==> config.mk <==
export PLATFORM = sky130hd
export DESIGN_NAME = fwd_scoreboard_unit
export DESIGN_NICKNAME = d
export VERILOG_FILES = /design/src/rtl/fwd_scoreboard_unit.sv
export SDC_FILE = /design/constraint.sdc
export NUM_CORES = 1
export LEC_CHECK = 0
export CORE_MARGIN = 10
export CORE_UTILIZATION = 33
export CTS_CLUSTER_DIAMETER = 40
export DETAILED_ROUTE_END_ITERATION = 8
export PLACE_DENSITY = 0.87
export SETUP_SLACK_MARGIN = 0.02
export SLEW_MARGIN = 20
export SYNTH_ARGS = -nofsm -noshare
export SYNTH_HDL_FRONTEND = slang
export SYNTH_SLANG_ARGS = --single-unit
==> constraint.sdc <==
create_clock -name clk -period 2.9 [get_ports clk]
set_input_delay 0.87 -clock clk [delete_from_list [all_inputs] [get_ports clk]]
set_output_delay 0.87 -clock clk [all_outputs]
set_load 0.02 [all_outputs]
==> src/rtl/fwd_scoreboard_unit.sv <==
// Operand forwarding with an internal producer tag pipeline and load-use stall; zero-latency forward path.
// Optional FWD_STATS_EN adds saturating forward/stall cycle counters.
module fwd_scoreboard_unit #(
  parameter int DATA_W   = 16,
  parameter int ADDR_W   = 3,
  parameter int NUM_SRC  = 2,
  parameter int DEPTH    = 2,
  parameter int LOAD_LAT = 1,
  localparam int IDX_W   = $clog2(DEPTH + 1)
) (
  input  logic                        clk,
  input  logic                        rst_n,
  input  logic                        ex_valid,
  input  logic                        ex_flush,
  input  logic [NUM_SRC*ADDR_W-1:0]   ex_src_addr,
  input  logic [NUM_SRC-1:0]          ex_src_used,
  input  logic [NUM_SRC*DATA_W-1:0]   ex_read_data,
  input  logic [ADDR_W-1:0]           ex_dst_addr,
  input  logic                        ex_wb,
  input  logic                        ex_is_load,
  input  logic [DEPTH*DATA_W-1:0]     stage_data,
  output logic [NUM_SRC*DATA_W-1:0]   ex_operand,
  output logic [NUM_SRC*2-1:0]        fwd_sel,
  output logic [NUM_SRC*IDX_W-1:0]    fwd_idx,
  output logic                        stall
`ifdef FWD_STATS_EN
  ,
  output logic [15:0]                 fwd_count,
  output logic [15:0]                 stall_count
`endif
);

  typedef struct packed {
    logic              vld;
    logic [ADDR_W-1:0] dst;
    logic              wb;
    logic              ld;
  } tag_t;

  typedef enum logic {RUN, HOLD} state_t;

  tag_t               tag_q [DEPTH];
  logic               live;
  logic [NUM_SRC-1:0] fwd_hit;
  logic [NUM_SRC-1:0] lu_hit;
  logic [DATA_W-1:0]  win_dat [NUM_SRC];
  logic [1:0]         win_sel [NUM_SRC];
  logic [IDX_W-1:0]   win_idx [NUM_SRC];

  state_t             state_q, state_d;
  logic [IDX_W-1:0]   hold_q, hold_d;
  logic               in_hold;

  assign live = ex_valid & ~ex_flush;

  // Scan oldest to youngest so the lowest matching index is the one that sticks.
  always_comb begin
    for (int i = 0; i < NUM_SRC; i++) begin
      fwd_hit[i] = 1'b0;
      lu_hit[i]  = 1'b0;
      win_dat[i] = '0;
      win_sel[i] = 2'b11;
      win_idx[i] = IDX_W'(DEPTH);
      for (int k = DEPTH - 1; k >= 0; k--) begin
        if (live && ex_src_used[i] && tag_q[k].vld && tag_q[k].wb &&
            tag_q[k].dst == ex_src_addr[i*ADDR_W +: ADDR_W]) begin
          fwd_hit[i] = 1'b1;
          lu_hit[i]  = tag_q[k].ld && (k < LOAD_LAT);
          win_dat[i] = stage_data[k*DATA_W +: DATA_W];
          win_sel[i] = (k == 0) ? 2'b00 : (k == 1) ? 2'b01 : 2'b10;
          win_idx[i] = IDX_W'(k);
        end
      end
    end
  end

  always_comb begin
    ex_operand = ex_read_data;
    fwd_sel    = '1;
    fwd_idx    = '0;
    for (int i = 0; i < NUM_SRC; i++) begin
      if (fwd_hit[i]) ex_operand[i*DATA_W +: DATA_W] = win_dat[i];
      fwd_sel[i*2 +: 2]         = win_sel[i];
      fwd_idx[i*IDX_W +: IDX_W] = win_idx[i];
    end
  end

  assign stall = |lu_hit;

  // A stalled consumer leaves a bubble behind so the load advances one index per cycle.
  always_ff @(posedge clk or negedge rst_n) begin
    if (!rst_n) begin
      for (int k = 0; k < DEPTH; k++) tag_q[k] <= '0;
    end else begin
      for (int k = DEPTH - 1; k > 0; k--) tag_q[k] <= tag_q[k-1];
      tag_q[0] <= stall ? tag_t'('0) : tag_t'{live, ex_dst_addr, ex_wb, ex_is_load};
    end
  end

  always_ff @(posedge clk or negedge rst_n) begin
    if (!rst_n) begin
      state_q <= RUN;
      hold_q  <= '0;
    end else begin
      state_q <= state_d;
      hold_q  <= hold_d;
    end
  end

  always_comb begin
    state_d = state_q;
    hold_d  = hold_q;
    case (state_q)
      RUN: if (stall) begin
        state_d = HOLD;
        hold_d  = IDX_W'(1);
      end
      HOLD: if (stall) begin
        hold_d = hold_q + 1'b1;
      end else begin
        state_d = RUN;
        hold_d  = '0;
      end
      default: begin
        state_d = RUN;
        hold_d  = '0;
      end
    endcase
  end

  always_comb begin
    in_hold = (state_q == HOLD);
  end

  // hold_q counts stall cycles already taken; one more beyond LOAD_LAT means the bubble failed.
  assert property (@(posedge clk) disable iff (!rst_n)
    !(stall && in_hold && hold_q >= IDX_W'(LOAD_LAT)));

`ifdef FWD_STATS_EN
  always_ff @(posedge clk or negedge rst_n) begin
    if (!rst_n) begin
      fwd_count   <= '0;
      stall_count <= '0;
    end else begin
      if (|fwd_hit && fwd_count != 16'hFFFF)  fwd_count   <= fwd_count + 16'd1;
      if (stall && stall_count != 16'hFFFF)   stall_count <= stall_count + 16'd1;
    end
  end
`endif

endmodule

* Word-level counts from Yosys, hierarchy flattened
Cells that the tools add are included.
Widths: inputs -> output; s select.
** Storage, ports and cells
- Register bits :: 11
- Input bits :: 81
- Output and inout port bits :: 41
- Logic and storage cells :: 49
** Cells by class
- Equality and inequality tests :: 4
- Muxes and demuxes :: 21
- Bitwise logic cells :: 2
- Reductions and logical operators :: 15
** Operator list (count)
- $mux 16 :: 6
- $mux 2 :: 8
- $logic_and 1x1->1 :: 14
- $eq 3x3->1 :: 4
- $mux 1 :: 6
- $mux 6 :: 1
- $reduce_or 2->1 :: 1
- $and 1x1->1 :: 1
- $not 1->1 :: 1

* Logic depth before layout (Yosys ltp)
- Depth after elaboration :: 9
- Gate-level depth with buffers :: 7
- Mapped depth without buffers :: 5

* Worst setup path after synthesis
OpenSTA, ideal clock, no wires.
- Path kind :: input -> output
- Start point :: input ex_flush
- End point :: output ex_operand[16]
- Data arrival time :: 2.241 ns
- Data required time :: 2.030 ns
- Slack :: -0.211 ns
- Stages :: 6
- Buffers on the path :: 1
- Cell sequence :: and3b_1 -> nand4_2 -> nor2_2 -> inv_2 -> clkbuf_1 -> a31oi_1
** Between the ends
- Word-level cells in the longest chain between the ends :: 9
- Elaborated cells between the ends (all ways) :: 14
- Classes of those cells :: mux: 5; bitwise: 2; reduce/logical: 7
** Ends and longest elaborated chain
- from (decl) :: RTL line 14 : input logic ex_flush,
- $not 1->1 (*) :: RTL line 54 : assign live = ex_valid & ~ex_flush;
- $and 1x1->1 (*) :: RTL line 54
- $logic_and 1x1->1 (*) :: RTL line 65 : if (live && ex_src_used[i] && tag_q[k].vld && tag_q[k].wb &&
- $logic_and 1x1->1 (3 in series) :: RTL line 65
- $mux 16 or $mux 1 (tied branches) (2 in series) :: RTL line 65
- $mux 16 (*) :: RTL line 82 : if (fwd_hit[i]) ex_operand[i*DATA_W +: DATA_W] = win_dat[i];
- to (decl) :: RTL line 22 : output logic [NUM_SRC*DATA_W-1:0] ex_operand,
Mark *: on every way between the ends. The rest lies on a longest branch, timed or not.

* Final worst setup path
- Start point :: input ex_src_addr[0]
- End point :: output ex_operand[10]
** Between the ends
- Word-level cells in the longest chain between the ends :: 5
- Elaborated cells between the ends (all ways) :: 9
- Classes of those cells :: eq/ne: 2; mux: 5; reduce/logical: 2
** Ends and longest elaborated chain
- from (decl) :: RTL line 15 : input logic [NUM_SRC*ADDR_W-1:0] ex_src_addr,
- $eq 3x3->1 :: RTL line 66 : tag_q[k].dst == ex_src_addr[i*ADDR_W +: ADDR_W]) begin
- $logic_and 1x1->1 :: RTL line 65
- $mux 16 or $mux 1 (tied branches) (2 in series) :: RTL line 65
- $mux 16 (*) :: RTL line 82
Marks and branches as above.

==> out/metrics.yaml <==
hpwl_um: 6200
setup_viol: 39
syn_inst: 202
ant_nets: 0
largest_reg_flops: 11
cts_root_buf: "clkbuf_8"
nFillCells: 126
synth_area_per_cell_um2: 7.13
routed_wl_um: 12500
drc: 0
start_util_pct: 35.0
top_layer: "met4"
wire_per_inst_um: 30.9
rsz0062_at_grt: "true"
num_vias: 2804
synth.top_cell.area_share_pct: 19.1
clk_path_buf_depth: 2
drive_above_1_share_pct: 52.0
die_y_um: 86.1
cts_buffers: 3
r2r-start: "tag_q[10]"
clk_latency_ps: 230
hold_class: "flip-flop to flip-flop"
status: "finished with violations"
wl_met2_um: 5780
hold_violations: 0
yosys_most_used_dff: "dfrtp_1"
ys_warn_count: 0
drv_cap: 0
irDropWorstVdd_mv: 0.496
async_flop_share_pct: 100
ys_types: 34
synth_common_cells: "nor2_1, a21oi_1, nand3_1"
worstHoldStart: "tag_q[11]"
max_slew_margin_pct: 67.5
grtUsageTotal_pct: 28.0
area_delta_synth_final_pct: 167
clock-sinks: 11
dp.cells: 389
yosys.cell_count.top_type: "nor2_1"
violations: "negative setup slack"
drt-pass1-iter-count: 5
fp-row-count: 23
cp-startpoint: "ex_src_addr[0]"
cts.clk_slew.worst_paths_ps: 50
die_w_um: 86.1
worstSetupPathType: "input pin to output port"
cp-end-kind: "output port"
cts_tree: "built"
met3_length_um: 1570
core_area_um2: 4120
largestRegisters: "tag_q (11)"
grt_pass1_vias: 2900
routabilityCongestion: 0.866
port_buffers: 121
antenna_found_initial: 0
fin_skew_ps: 0.635
fin_tns_setup_ps: -8710
synth_area_leader_cell: "dfrtp_1"
grt_overflow: 0
fin_ws_ps: -336
cp.required_ps: 2030
htreeDepth: 1
grt_max_degree: 19
drt-met1-wl_um: 4020
vias_per_cell: 6.94
fin_crit_ps: 3240
ys_seq_area_share_pct: 19.1
final_cell_count_no_fill: 404
ys_top_cells_by_area: "dfrtp_1, o221a_2, nor2_1, a31oi_1, a21oi_1"
ys_ff_latch: 11
n_antenna_cell: 0
worstSetupStartpointType: "input pin"
fmax_ghz: 0.309
final_nets: 436
largest-register: "tag_q"
grt_pass1_wl_um: 16500
path_max_fanout: 8
fin_crit_sh_pct: 112
syn_area_um2: 1440
syn_nets: 283
io_pins: 122
leakage_uw: 0.00150
dieArea_um2: 7410
pwr_density_cell_nw_per_um2: 208
synth-edff-count: 0
slew_violations: 0
drtIter0Drc: 302
critPathArrivalTime_ps: 2370
tightestPinTransition_ps: 485
area by class of cell:
class | count | area, µm² | area share (%)
Inverter | 2 | 10.0 | 0.260
Clock buffer | 4 | 45.0 | 1.17
Multi-Input combinational cell | 170 | 1730 | 45.0
Tap cell | 50 | 62.6 | 1.63
Sequential cell | 11 | 275 | 7.16
Timing Repair Buffer | 167 | 1720 | 44.7
cell families (layout without fill, tap and decap cells):
family	after synthesis	count (layout)	synth area share, %
flops	11	11	19.1
compound gates	71	71	33.8
xor+xnor	12	12	7.30
buf+inv	21	173	8.08
simple gates	87	87	31.7
metrics by stage:
stage | power, µW | setup WS (ps) | utilization [%] | hold WS (ps) | area [µm²]
3_5_place_dp | 535 | -1030 | 74.7 | 383 | 3070
6_report | 798 | -336 | 93.4 | 399 | 3840
3_3_place_gp | 528 | -976 | 74.7 | 375 | 3070
5_1_grt | 819 | -351 | 93.4 | 404 | 3840
2_1_floorplan | 312 | -43.7 | - | 372 | 1600
4_1_cts | 749 | -247 | 90.6 | 393 | 3730
placed cells by master (no fill, tap or decap), types with 3 or more instances in the layout:
cell type,instances
o221a_4,15
a21boi_0,5
nor3_2,11
a21oi_1,16
o21ai_2,3
nand3_4,5
o21ai_1,11
xnor2_2,6
clkdlybuf4s50_1,70
nor3_1,6
buf_6,48
nand3_2,7
buf_8,3
buf_12,5
nand3_1,6
buf_4,32
nor2_1,32
a31oi_4,13
dfrtp_1,11
buf_2,6
clkbuf_8,3
metal layers:
layer / vias up / global-route usage (%)
li1: 1066 / -
met1: 1270 / 29.6
met2: 354 / 48.8
met3: 114 / 6.34
met4: 0 / 18.1
met5: - / 0
worst max-delay path, stage by stage:
cell and delay, ps:
buf_8 110, xor2_4 150, nor4_4 430, or2_1 270, buf_6 190, o221a_4 220
buf_6 120
worst paths after layout:
kind                       cells after the start              to  slack (ps)
max                                            7  ex_operand[10]        -340
min                                            0        tag_q[5]         400
max reg2reg                                    7        tag_q[6]        1130
min reg2reg                                    0        tag_q[5]         400
max in group asynchronous                      1        tag_q[8]        1610
min in group asynchronous                      1       tag_q[11]         970
power by group:
group / switching (µW) / leakage (µW) / internal (µW) / total (µW)
Clock: 53.4 / 0.0000228 / 96.1 / 150
Combinational: 221 / 0.00134 / 254 / 475
Sequential: 11.8 / 0.000131 / 162 / 174
timing repair:
item | in CTS | in global routing
gates resized for setup | 372 | 35
buffers inserted | 8 | 3
gates cloned | 3 | 0
pin swaps | 37 | 5
hold buffers | 0 | 0
endpoints found under the setup margin | 41 | 41
Power figures use the tool's default switching activity.
